==> config.mk <==
export PLATFORM = sky130hd
export DESIGN_NAME = lfu_input_arbiter
export DESIGN_NICKNAME = d
export VERILOG_FILES = /design/src/rtl/lfu_input_arbiter.sv
export SDC_FILE = /design/constraint.sdc
export NUM_CORES = 1
export LEC_CHECK = 0
export ABC_AREA = 1
export CELL_PAD_IN_SITES_DETAIL_PLACEMENT = 0
export CELL_PAD_IN_SITES_GLOBAL_PLACEMENT = 1
export CORE_MARGIN = 3
export CORE_UTILIZATION = 45
export CTS_BUF_LIST = sky130_fd_sc_hd__clkbuf_8
export DETAILED_ROUTE_END_ITERATION = 12
export HOLD_SLACK_MARGIN = 0.06
export PLACE_DENSITY_LB_ADDON = 0.1
export SYNTH_ARGS = -nofsm -noshare
export SYNTH_HDL_FRONTEND = slang
export SYNTH_SLANG_ARGS = --single-unit
==> constraint.sdc <==
create_clock -name clk -period 4.9 [get_ports clk]
set_input_delay 0.735 -clock clk [delete_from_list [all_inputs] [get_ports clk]]
set_output_delay 0.735 -clock clk [all_outputs]
set_load 0.1 [all_outputs]
==> src/rtl/lfu_input_arbiter.sv <==
// Button front end for the LFU: synchronizes and debounces b1..b4, queues presses per button,
// and grants one queued press per timer tick as a registered one-hot request, round-robin.
module lfu_input_arbiter #(
  parameter int DEBOUNCE_CYCLES = 4,
  parameter int PEND_W          = 2
) (
  input  logic       clk,
  input  logic       rst,
  input  logic       b1,
  input  logic       b2,
  input  logic       b3,
  input  logic       b4,
  input  logic       tick,
  output logic       r1,
  output logic       r2,
  output logic       r3,
  output logic       r4,
  output logic       req_valid,
  output logic [1:0] grant_id,
  output logic       overflow
);

  localparam int CNT_W = (DEBOUNCE_CYCLES > 1) ? $clog2(DEBOUNCE_CYCLES) : 1;
  localparam logic [CNT_W-1:0]  CNT_LAST = CNT_W'(DEBOUNCE_CYCLES - 1);
  localparam logic [PEND_W-1:0] PEND_MAX = '1;

  typedef enum logic {IDLE, GRANT} state_t;

  logic [3:0]        sync1_q, sync2_q;
  logic [3:0]        db_q, db_prev_q;
  logic [CNT_W-1:0]  db_cnt_q [4];
  logic [PEND_W-1:0] pend_q [4];
  logic [3:0]        press;
  logic [3:0]        grant_dec;

  state_t     state_q, state_d;
  logic [1:0] ptr_q, ptr_d;
  logic [3:0] r_q, r_d;
  logic [1:0] gid_q, gid_d;
  logic       rv_q, rv_d;
  logic       ovf_q;
  logic       win_found;
  logic [1:0] win_idx;
  logic [1:0] cand;

  // Two-flop synchronizer, then a per-button stability counter.
  always_ff @(posedge clk or posedge rst) begin
    if (rst) begin
      sync1_q   <= '0;
      sync2_q   <= '0;
      db_q      <= '0;
      db_prev_q <= '0;
      for (int i = 0; i < 4; i++) db_cnt_q[i] <= '0;
    end else begin
      sync1_q   <= {b4, b3, b2, b1};
      sync2_q   <= sync1_q;
      db_prev_q <= db_q;
      for (int i = 0; i < 4; i++) begin
        if (sync2_q[i] == db_q[i]) begin
          db_cnt_q[i] <= '0;
        end else if (db_cnt_q[i] == CNT_LAST) begin
          db_q[i]     <= sync2_q[i];
          db_cnt_q[i] <= '0;
        end else begin
          db_cnt_q[i] <= db_cnt_q[i] + 1'b1;
        end
      end
    end
  end

  assign press = db_q & ~db_prev_q;

  // A press and a grant on the same button cancel, which also covers the saturated case.
  always_ff @(posedge clk or posedge rst) begin
    if (rst) begin
      for (int i = 0; i < 4; i++) pend_q[i] <= '0;
      ovf_q <= 1'b0;
    end else begin
      for (int i = 0; i < 4; i++) begin
        if (press[i] && !grant_dec[i]) begin
          if (pend_q[i] == PEND_MAX) ovf_q     <= 1'b1;
          else                       pend_q[i] <= pend_q[i] + 1'b1;
        end else if (!press[i] && grant_dec[i]) begin
          pend_q[i] <= pend_q[i] - 1'b1;
        end
      end
    end
  end

  always_ff @(posedge clk or posedge rst) begin
    if (rst) begin
      state_q <= IDLE;
      ptr_q   <= 2'd3;
      r_q     <= '0;
      gid_q   <= '0;
      rv_q    <= 1'b0;
    end else begin
      state_q <= state_d;
      ptr_q   <= ptr_d;
      r_q     <= r_d;
      gid_q   <= gid_d;
      rv_q    <= rv_d;
    end
  end

  // Search starts just after the last winner, so the last winner has lowest priority.
  always_comb begin
    win_found = 1'b0;
    win_idx   = ptr_q;
    cand      = ptr_q;
    state_d   = state_q;
    ptr_d     = ptr_q;
    r_d       = r_q;
    gid_d     = gid_q;
    rv_d      = rv_q;
    grant_dec = '0;
    for (int k = 1; k <= 4; k++) begin
      cand = ptr_q + 2'(k);
      if (!win_found && pend_q[cand] != '0) begin
        win_found = 1'b1;
        win_idx   = cand;
      end
    end
    if (tick) begin
      if (win_found) begin
        state_d            = GRANT;
        ptr_d              = win_idx;
        r_d                = 4'b0001 << win_idx;
        gid_d              = win_idx;
        rv_d               = 1'b1;
        grant_dec[win_idx] = 1'b1;
      end else begin
        state_d = IDLE;
        r_d     = '0;
        gid_d   = '0;
        rv_d    = 1'b0;
      end
    end
  end

  assign {r4, r3, r2, r1} = r_q;
  assign req_valid        = rv_q;
  assign grant_id         = gid_q;
  assign overflow         = ovf_q;

endmodule

# --- Yosys cells after proc, flatten, opt, wreduce, memory -nomap -nowiden ---
# Index checks and enable logic that the tools add are counted.
classes:
  order_cmp: 6
  n_eq_ne: 16
  addsub: 15
  shifts: 1
  muxes: 55
  bitwise_logic: 10
  n_reduce_logical: 40
ops:
  columns: ["cell", "count"]
  rows:
  - ["2-to-1 mux 2 bit", 33]
  - ["adder 2 x 1 -> 2 bit, second input constant", 9]
  - ["AND reduction 2 bit", 9]
  - ["binary-select mux 2 bit (select 2 bit)", 4]
  - ["equality test 2 bit, second input constant", 8]
  - ["nonzero test 2 bit", 8]
  - ["2-to-1 mux 1 bit", 14]
  - [">= comparator 3 bit, second input constant", 4]
  - ["logical AND 1 bit", 12]
  - ["2-to-1 mux 4 bit", 3]
  - ["NOT 2 -> 3 bit", 4]
  - ["zero test 1 bit", 11]
  - ["inequality test 2 bit, second input constant", 4]
  - ["subtractor 2 x 1 -> 2 bit, second input constant", 4]
  - ["adder 2 bit, second input constant", 2]
  - ["bitwise AND 4 bit", 1]
  - ["equality test 1 bit", 4]
  - ["NOT 1 bit", 4]
  - ["NOT 4 bit", 1]
  - ["left shift 1 x 2 -> 4 bit, first input constant", 1]
  - ["less-than comparator 2 x 3 -> 1 bit, second input constant", 1]
  - ["demux 1 bit (select 2 bit)", 1]
  - [">= comparator 2 x 1 -> 1 bit, second input constant", 1]
word_totals:
  out_inout_bits: 8
  input_bits: 7
  word_cells: 163
  regBits: 42

# --- Depth between registers and ports, before layout ---
# Gate-level depths: netlist of the first run.
depth:
  word_depth: 31
  depth_mapped: 17
  depth_no_buf: 17

# --- Least setup slack after synthesis of the first run ---
# Ideal clock, no wire load.
synth_path:
  kind: "reg-to-reg"
  start: "reg ptr_q[0]"
  end: "reg ovf_q (netlist: overflow)"
  setup_slack_ns: 3.048
  setup_ns: 0.119
  period_less_slack_ns: 1.852
  t_required_ns: 4.781
  path_stages_with_launch: 15
  arrival_ns: 1.733
  n_path_buf: 1
  cell_sequence: "dfstp_2 -> buf_6 -> nand2_1 -> nand2_1 -> nand3_1 -> nand2_1 -> clkinv_2 -> nand3_4 -> nand2_4 -> a21oi_4 -> nand2_2 -> nand3_1 -> nand2_1 -> nor2_1 -> nand2_1"
synth_via:
  elab_chain_cells: 31
  word_cells_on_any_way: 59
  classes_between: "add/sub (3); order compare (2); mux (31); bitwise (4); reduce/logical (19)"
synth_rtl:
  columns: ["item", "line_no", "rtl"]
  rows:
  - ["start: declaration", "37", "logic [1:0] ptr_q, ptr_d;"]
  - ["start signal: assignment", "99", "ptr_q <= ptr_d;"]
  - ["adder 2 x 1 -> 2 bit", "118", "cand = ptr_q + 2'(k);"]
  - ["NOT 2 -> 3 bit (not written as such)", "119", "if (!win_found && pend_q[cand] != '0) begin"]
  - ["binary-select mux 2 bit (select 2 bit)", "119", null]
  - ["2-to-1 mux 2 bit (not written as such) (2 in series)", "119", null]
  - ["nonzero test 2 bit", "119", null]
  - ["2-to-1 mux 1 bit", "119", null]
  - ["zero test 1 bit", "119", null]
  - ["logical AND 1 bit", "119", null]
  - ["[... 14 more ...]", null, null]
  - ["logical AND 1 bit", "80", "if (press[i] && !grant_dec[i]) begin"]
  - ["2-to-1 mux 1 bit", "80", null]
  - ["2-to-1 mux 1 bit", "81", "if (pend_q[i] == PEND_MAX) ovf_q <= 1'b1;"]
  - ["2-to-1 mux 1 bit", "80", null]
  - ["2-to-1 mux 1 bit", "81", null]
  - ["2-to-1 mux 1 bit", "80", null]
  - ["2-to-1 mux 1 bit", "81", null]
  - ["2-to-1 mux 1 bit (*)", "80", null]
  - ["end signal: assignment", "77", "ovf_q <= 1'b0;"]
  - ["end signal: assignment", "81", null]
  - ["end: declaration", "41", "logic ovf_q;"]
# Every way passes the cells marked *; elsewhere a longest branch is shown, timed or not. The select of a mux whose other input is x is not followed.
# A chain may end at the register's enable or synchronous reset.

# --- Final worst setup path of the first run ---
layout_path:
  start: "reg ovf_q (netlist: overflow)"
  end: "out overflow"
layout_lines:
  columns: ["item", "line_no", "rtl"]
  rows:
  - ["end: declaration", "20", "output logic overflow"]
# No word-level cell between the ends.

==> results.cfg, run 1 <==
[timing]
setup_slack_ns = 2.367
tightest_slew_ns = 0.9690
layout_min_cycle_time_ns = 2.533
slew_headroom_pct = 35.20
fmax_ghz = 0.3948
finalSetupTns_ns = 0
setup_viol = 0
rsz0062_at_grt = false
maxSlewViolCount = 0
layout_worst_path_cycle_share_pct = 51.69
hold_violations = 0
worst_clock_skew_ns = 0.01172

[clock_tree]
clk_pin_slew_ns = 0.09
worstSkewPairLatency_ns = 0.29
clockBufferDepth = 2
cts-root-buf = clkbuf_8
cts_tree = built
cts-resized-gates = 0
clock-sinks = 42
numCtsBuffers = 5
postCtsSetupRepairBufs = 0
h-tree-depth = 2
cts_hold_buf = 0

[worst_setup_path]
crit_fanout = 2
required_ns = 4.16
critPathLaunchType = register
cp_slowest_cell = clkdlybuf4s50_1
r2r-end = overflow$_DFF_PP0_
r2r_start = ptr_q[0]$_DFFE_PP1P_
rrSetupSlack_ns = 2.65
cp-end-kind = primary output
path_delay_family = buffers and inverters
max_stage_delay_ns = 1.14
path_buf_inv = 1
path_cells = clkdlybuf4s50_1
crit_type = reg2out
ff2ff_path_depth = 13
worstPathArrival_ns = 1.80

[synthesis]
synthesis.instances = 231
syn_nets = 242
avgSynthCellArea_um2 = 8.991
yosys-top-cells-area = dfrtp_1 48%, nand2_1 10%, inv_1 5.4%
synth_edf_count = 0
async_flop_share_pct = 100.0
synth.top_cell.area_share_pct = 48.19
ys_seq_elements = 42
seq_area_frac_synth_pct = 50.72
yosysMostFrequentCell = nand2_1
yosysWarnings = 0
synth_largest_area_cell = dfrtp_1
synth_common_cells = 57 x nand2_1, 40 x dfrtp_1, 30 x inv_1
ys_types = 26
synthFlopType = dfrtp_1
syn_area_um2 = 2077

[hold_path]
hold_path_depth = 0
whs_endpoint = sync2_q[1]$_DFF_PP0_
hp-class = reg2reg
hold_path.startpoint = sync1_q[1]$_DFF_PP0_

[finish]
multi_input_area_um2 = 877.1
nets = 263
n_fill_cell = 399
drive_gt1_share_pct = 15.42
antennaDiodeCount = 0
seqCellArea_um2 = 1054
areaGrowthSynthToFinish_pct = 13.92

[routing]
routedWlPerCell_um = 11.57
drtIter0Drc = 86
remaining_drc_errors = 0
num_vias = 1463
postRouteAntennaNets = 0
vias_per_cell = 4.797
first_pass_iters = 4
wirelength_um = 3529

[placement]
dpl.hpwl_um = 2719
portBuffers = 14
dp_slack_ns = 2.548
gp_congestion = 0.7996

[die]
fp-row-count = 24
die-area_um2 = 5466
ios = 15
die_w_um = 73.94
die_height_um = 73.94
initial_core_util_pct = 47.05
core_um2 = 4414

[run]
maxCapViolations = 0

[global_route]
grt_pass1_vias = 1385
grt_max_degree = 43
grt-ovfl-total = 0
grt.total_usage_pct = 15.09
grt_pass1_wl_um = 6210
antenna_found_initial = 0

[outcome]
status = finished clean
[logic make-up (layout without fill, tap and decap cells)]
| kind of cell | count (synthesis) | after routing | share of synthesized area [%] |
|---|---|---|---|
| buffers and inverters | 36 | 58 | 7.048 |
| adder cells (fa/ha/maj) | 4 | 4 | 2.410 |
| XOR/XNOR | 4 | 4 | 1.687 |
| AND/OR/NAND/NOR | 121 | 121 | 31.26 |
| AO/OA/AOI/OAI | 24 | 24 | 6.868 |
| flip-flops | 42 | 42 | 50.72 |
[metrics by stage]
stage	cell area (um^2)	hold WS (ns)	util (%)	cells
after floorplan	2077	0.3312	-	231
after detailed placement	2278	0.3355	51.62	297
after CTS	2366	0.3550	53.60	305
after global routing	2366	0.3609	53.60	305
after global placement	2278	0.3326	51.62	297
final	2366	0.3530	53.60	305
[layout make-up]
type	instances	share of cell area (%)
Clock buffer	5	2.909
Tap cell	52	2.750
Sequential cell	42	44.53
Multi-Input combinational cell	153	37.07
Timing Repair Buffer	15	6.240
Inverter	35	5.711
Clock inverter	3	0.7932
[state kept, by name, indices dropped and copies added, names as in the netlist]
register and cells:
db_cnt_q 8, pend_q 8, db_prev_q 4, db_q 4, r_q 4, sync1_q 4, sync2_q 4, grant_id 2
ptr_q 2, overflow 1, req_valid 1
[worst max path at each step]
stage	start	end	slack, ns	depth (start not counted)
6_report	overflow$_DFF_PP0_	overflow	2.37	1
5_1_grt	grant_id[0]$_DFFE_PP0P_	grant_id[0]	2.31	1
4_1_cts	overflow$_DFF_PP0_	overflow	2.35	1
3_5_place_dp	tick	overflow$_DFF_PP0_	2.55	8
3_3_place_gp	tick	overflow$_DFF_PP0_	2.58	8
2_1_floorplan	ptr_q[0]$_DFFE_PP1P_	overflow$_DFF_PP0_	3.05	14
[layout by cell type, fill, tap and decap left out]
cell	count
nor2_4	1
nand4_1	4
dfstp_2	2
o21ai_0	14
inv_4	1
clkbuf_8	5
nand3_4	3
nor2_1	13
nand2_4	4
clkinv_2	3
inv_6	1
o21ai_4	1
nand3_1	20
nand2_2	9
ha_1	4
a21oi_4	1
buf_4	1
inv_2	3
dfrtp_1	40
nand2_8	1
nand3b_1	2
inv_1	30
o21ai_1	8
nand4_4	1
nand2_1	57
xnor2_1	4
nor3_1	4
nand3_2	2
clkdlybuf4s50_1	14
[metal layers]
metal,part of all wire [%],vias up,global-route usage (%)
li1,-,783,-
met1,51,655,21.27
met2,44,19,22.05
met3,3.5,6,4.595
met4,1.4,0,5.433
met5,0,-,0
Power of run 1 is left out: the tool's default activity adds up to more than one toggle a clock period on the data nets, which glitch-free logic cannot reach.
==> inputs of run 2 (changes only) <==
--- a/config.mk
+++ b/config.mk
@@ -9,7 +9,7 @@
 export CELL_PAD_IN_SITES_DETAIL_PLACEMENT = 0
 export CELL_PAD_IN_SITES_GLOBAL_PLACEMENT = 1
 export CORE_MARGIN = 3
-export CORE_UTILIZATION = 45
+export CORE_UTILIZATION = 42
 export CTS_BUF_LIST = sky130_fd_sc_hd__clkbuf_8
 export DETAILED_ROUTE_END_ITERATION = 12
 export HOLD_SLACK_MARGIN = 0.06
==> constraint.sdc (replaced) <==
create_clock -name clk -period 2.19 [get_ports clk]
set_input_delay 0.3285 -clock clk [delete_from_list [all_inputs] [get_ports clk]]
set_output_delay 0.3285 -clock clk [all_outputs]
set_load 0.1 [all_outputs]
==> run 2 against run 1 <==
Effect of this change: first-iteration DRC count down 4.7%; non-clock buffer count grew 7; die area increased by 6.6%; flip-flop and latch count did not move.
==> results.cfg, run 2 (synthesized netlist as in run 1, its figures left out) <==
[clock_tree]
cts_tree = built
cts-root-buf = clkbuf_8
clockBufferDepth = 2
clock-sinks = 42
h-tree-depth = 2
worstSkewPairLatency_ns = 0.29
clk_pin_slew_ns = 0.08
numCtsBuffers = 5
cts_hold_buf = 0

[routing]
routedWlPerCell_um = 11.69
num_vias = 1522
drtIter0Drc = 82
remaining_drc_errors = 0
wirelength_um = 3812
postRouteAntennaNets = 0
first_pass_iters = 4
vias_per_cell = 4.669

[finish]
fin_util_pct = 54.22
drive_gt1_share_pct = 23.37
top_regs = db_cnt_q (8), pend_q (8)
multi_input_area_um2 = 909.6
final_cell_mix = 53 x nand2_1, 40 x dfrtp_1, 30 x inv_1
n_fill_cell = 451
areaGrowthSynthToFinish_pct = 19.16
nets = 271
antennaDiodeCount = 0
seqCellArea_um2 = 1054
mostFrequentLayoutCell = nand2_1

[hold_path]
hp-class = reg2reg
hold_path_depth = 0
hold_path.startpoint = sync1_q[1]$_DFF_PP0_
whs_endpoint = sync2_q[1]$_DFF_PP0_

[placement]
portBuffers = 14
dp_slack_ns = 0.03610
dpl.hpwl_um = 2850
gp_congestion = 0.8412

[timing]
hold_violations = 0
layout_min_cycle_time_ns = 2.068
setup_slack_ns = 0.1218
setup_viol = 0
maxSlewViolCount = 0
tightest_slew_ns = 0.5116
fmax_ghz = 0.4835
slew_headroom_pct = 65.89
layout_worst_path_cycle_share_pct = 94.44
worst_clock_skew_ns = 0.006360
finalSetupTns_ns = 0
holdWs_ns = 0.3532

[global_route]
grt-ovfl-total = 0
grt_pass1_vias = 1488
grt_pass1_wl_um = 6920
grt.total_usage_pct = 14.59
grt_max_degree = 43
antenna_found_initial = 0

[die]
die_w_um = 76.32
die_height_um = 76.32
ios = 15
fp-row-count = 24
core_um2 = 4564
initial_core_util_pct = 45.50
die-area_um2 = 5825

[worst_setup_path]
r2r_start = ptr_q[0]$_DFFE_PP1P_
crit_type = reg2reg
worstPathArrival_ns = 2.25
rrSetupSlack_ns = 0.12
critPathLaunchType = register
ff2ff_path_depth = 14
required_ns = 2.37
cp-end-kind = register
crit_fanout = 5
r2r-end = overflow$_DFF_PP0_

[outcome]
status = finished clean

[run]
maxCapViolations = 0
-- run 2: worst max path at each step --
stage	cells after the start	endpoint	start	slack, ns
CTS	13	overflow$_DFF_PP0_	ptr_q[0]$_DFFE_PP1P_	0.02
floorplan	14	overflow$_DFF_PP0_	ptr_q[0]$_DFFE_PP1P_	0.34
finish	14	overflow$_DFF_PP0_	ptr_q[0]$_DFFE_PP1P_	0.12
global route	15	overflow$_DFF_PP0_	ptr_q[1]$_DFFE_PP1P_	-0.003
global placement	13	overflow$_DFF_PP0_	ptr_q[0]$_DFFE_PP1P_	0.0001
detailed placement	13	overflow$_DFF_PP0_	ptr_q[0]$_DFFE_PP1P_	0.04
-- run 2: area by class of cell --
cell class              instances  share of cell area [%]
flip-flops and latches         42                   42.57
clock buffers                   6                   3.337
inverters                      35                   5.460
well taps                      65                   3.286
clock inverters                 2                  0.6572
repair buffers                 22                   7.937
multi-input cells             154                   36.75
-- run 2: metrics by stage --
step	cells	area, um^2
after detailed placement	316	2332
after CTS	324	2431
after floorplan	231	2077
final	326	2475
after global routing	326	2475
after global placement	316	2332
-- run 2: worst max-delay path: stages (launching register included) --
cell      delay (ns)
dfstp_2         0.58
buf_6           0.13
nand2_2         0.06
nand2_4         0.10
nand3_1         0.11
nand2_2         0.12
clkinv_2        0.11
nand3_4         0.09
nand2_4         0.06
a21oi_4         0.20
nand2_2         0.11
nand3_1         0.08
nand2_1         0.06
nor2_2          0.10
nand2_1         0.06
-- run 2: routing by layer --
| layer | up-vias | GRT usage, % | share of wire, % |
|---|---|---|---|
| met5 | - | 0 | 0 |
| met4 | 0 | 5.797 | 1.1 |
| met3 | 4 | 3.546 | 3.4 |
| met2 | 23 | 22.32 | 46 |
| met1 | 705 | 19.91 | 50 |
| li1 | 790 | - | - |
-- run 2: repair_timing --
action | CTS | global route
buffers inserted | 0 | 1
gates resized for setup | 0 | 8
endpoints found under the setup margin | 0 | 9
Power of run 2 is left out for the same reason.
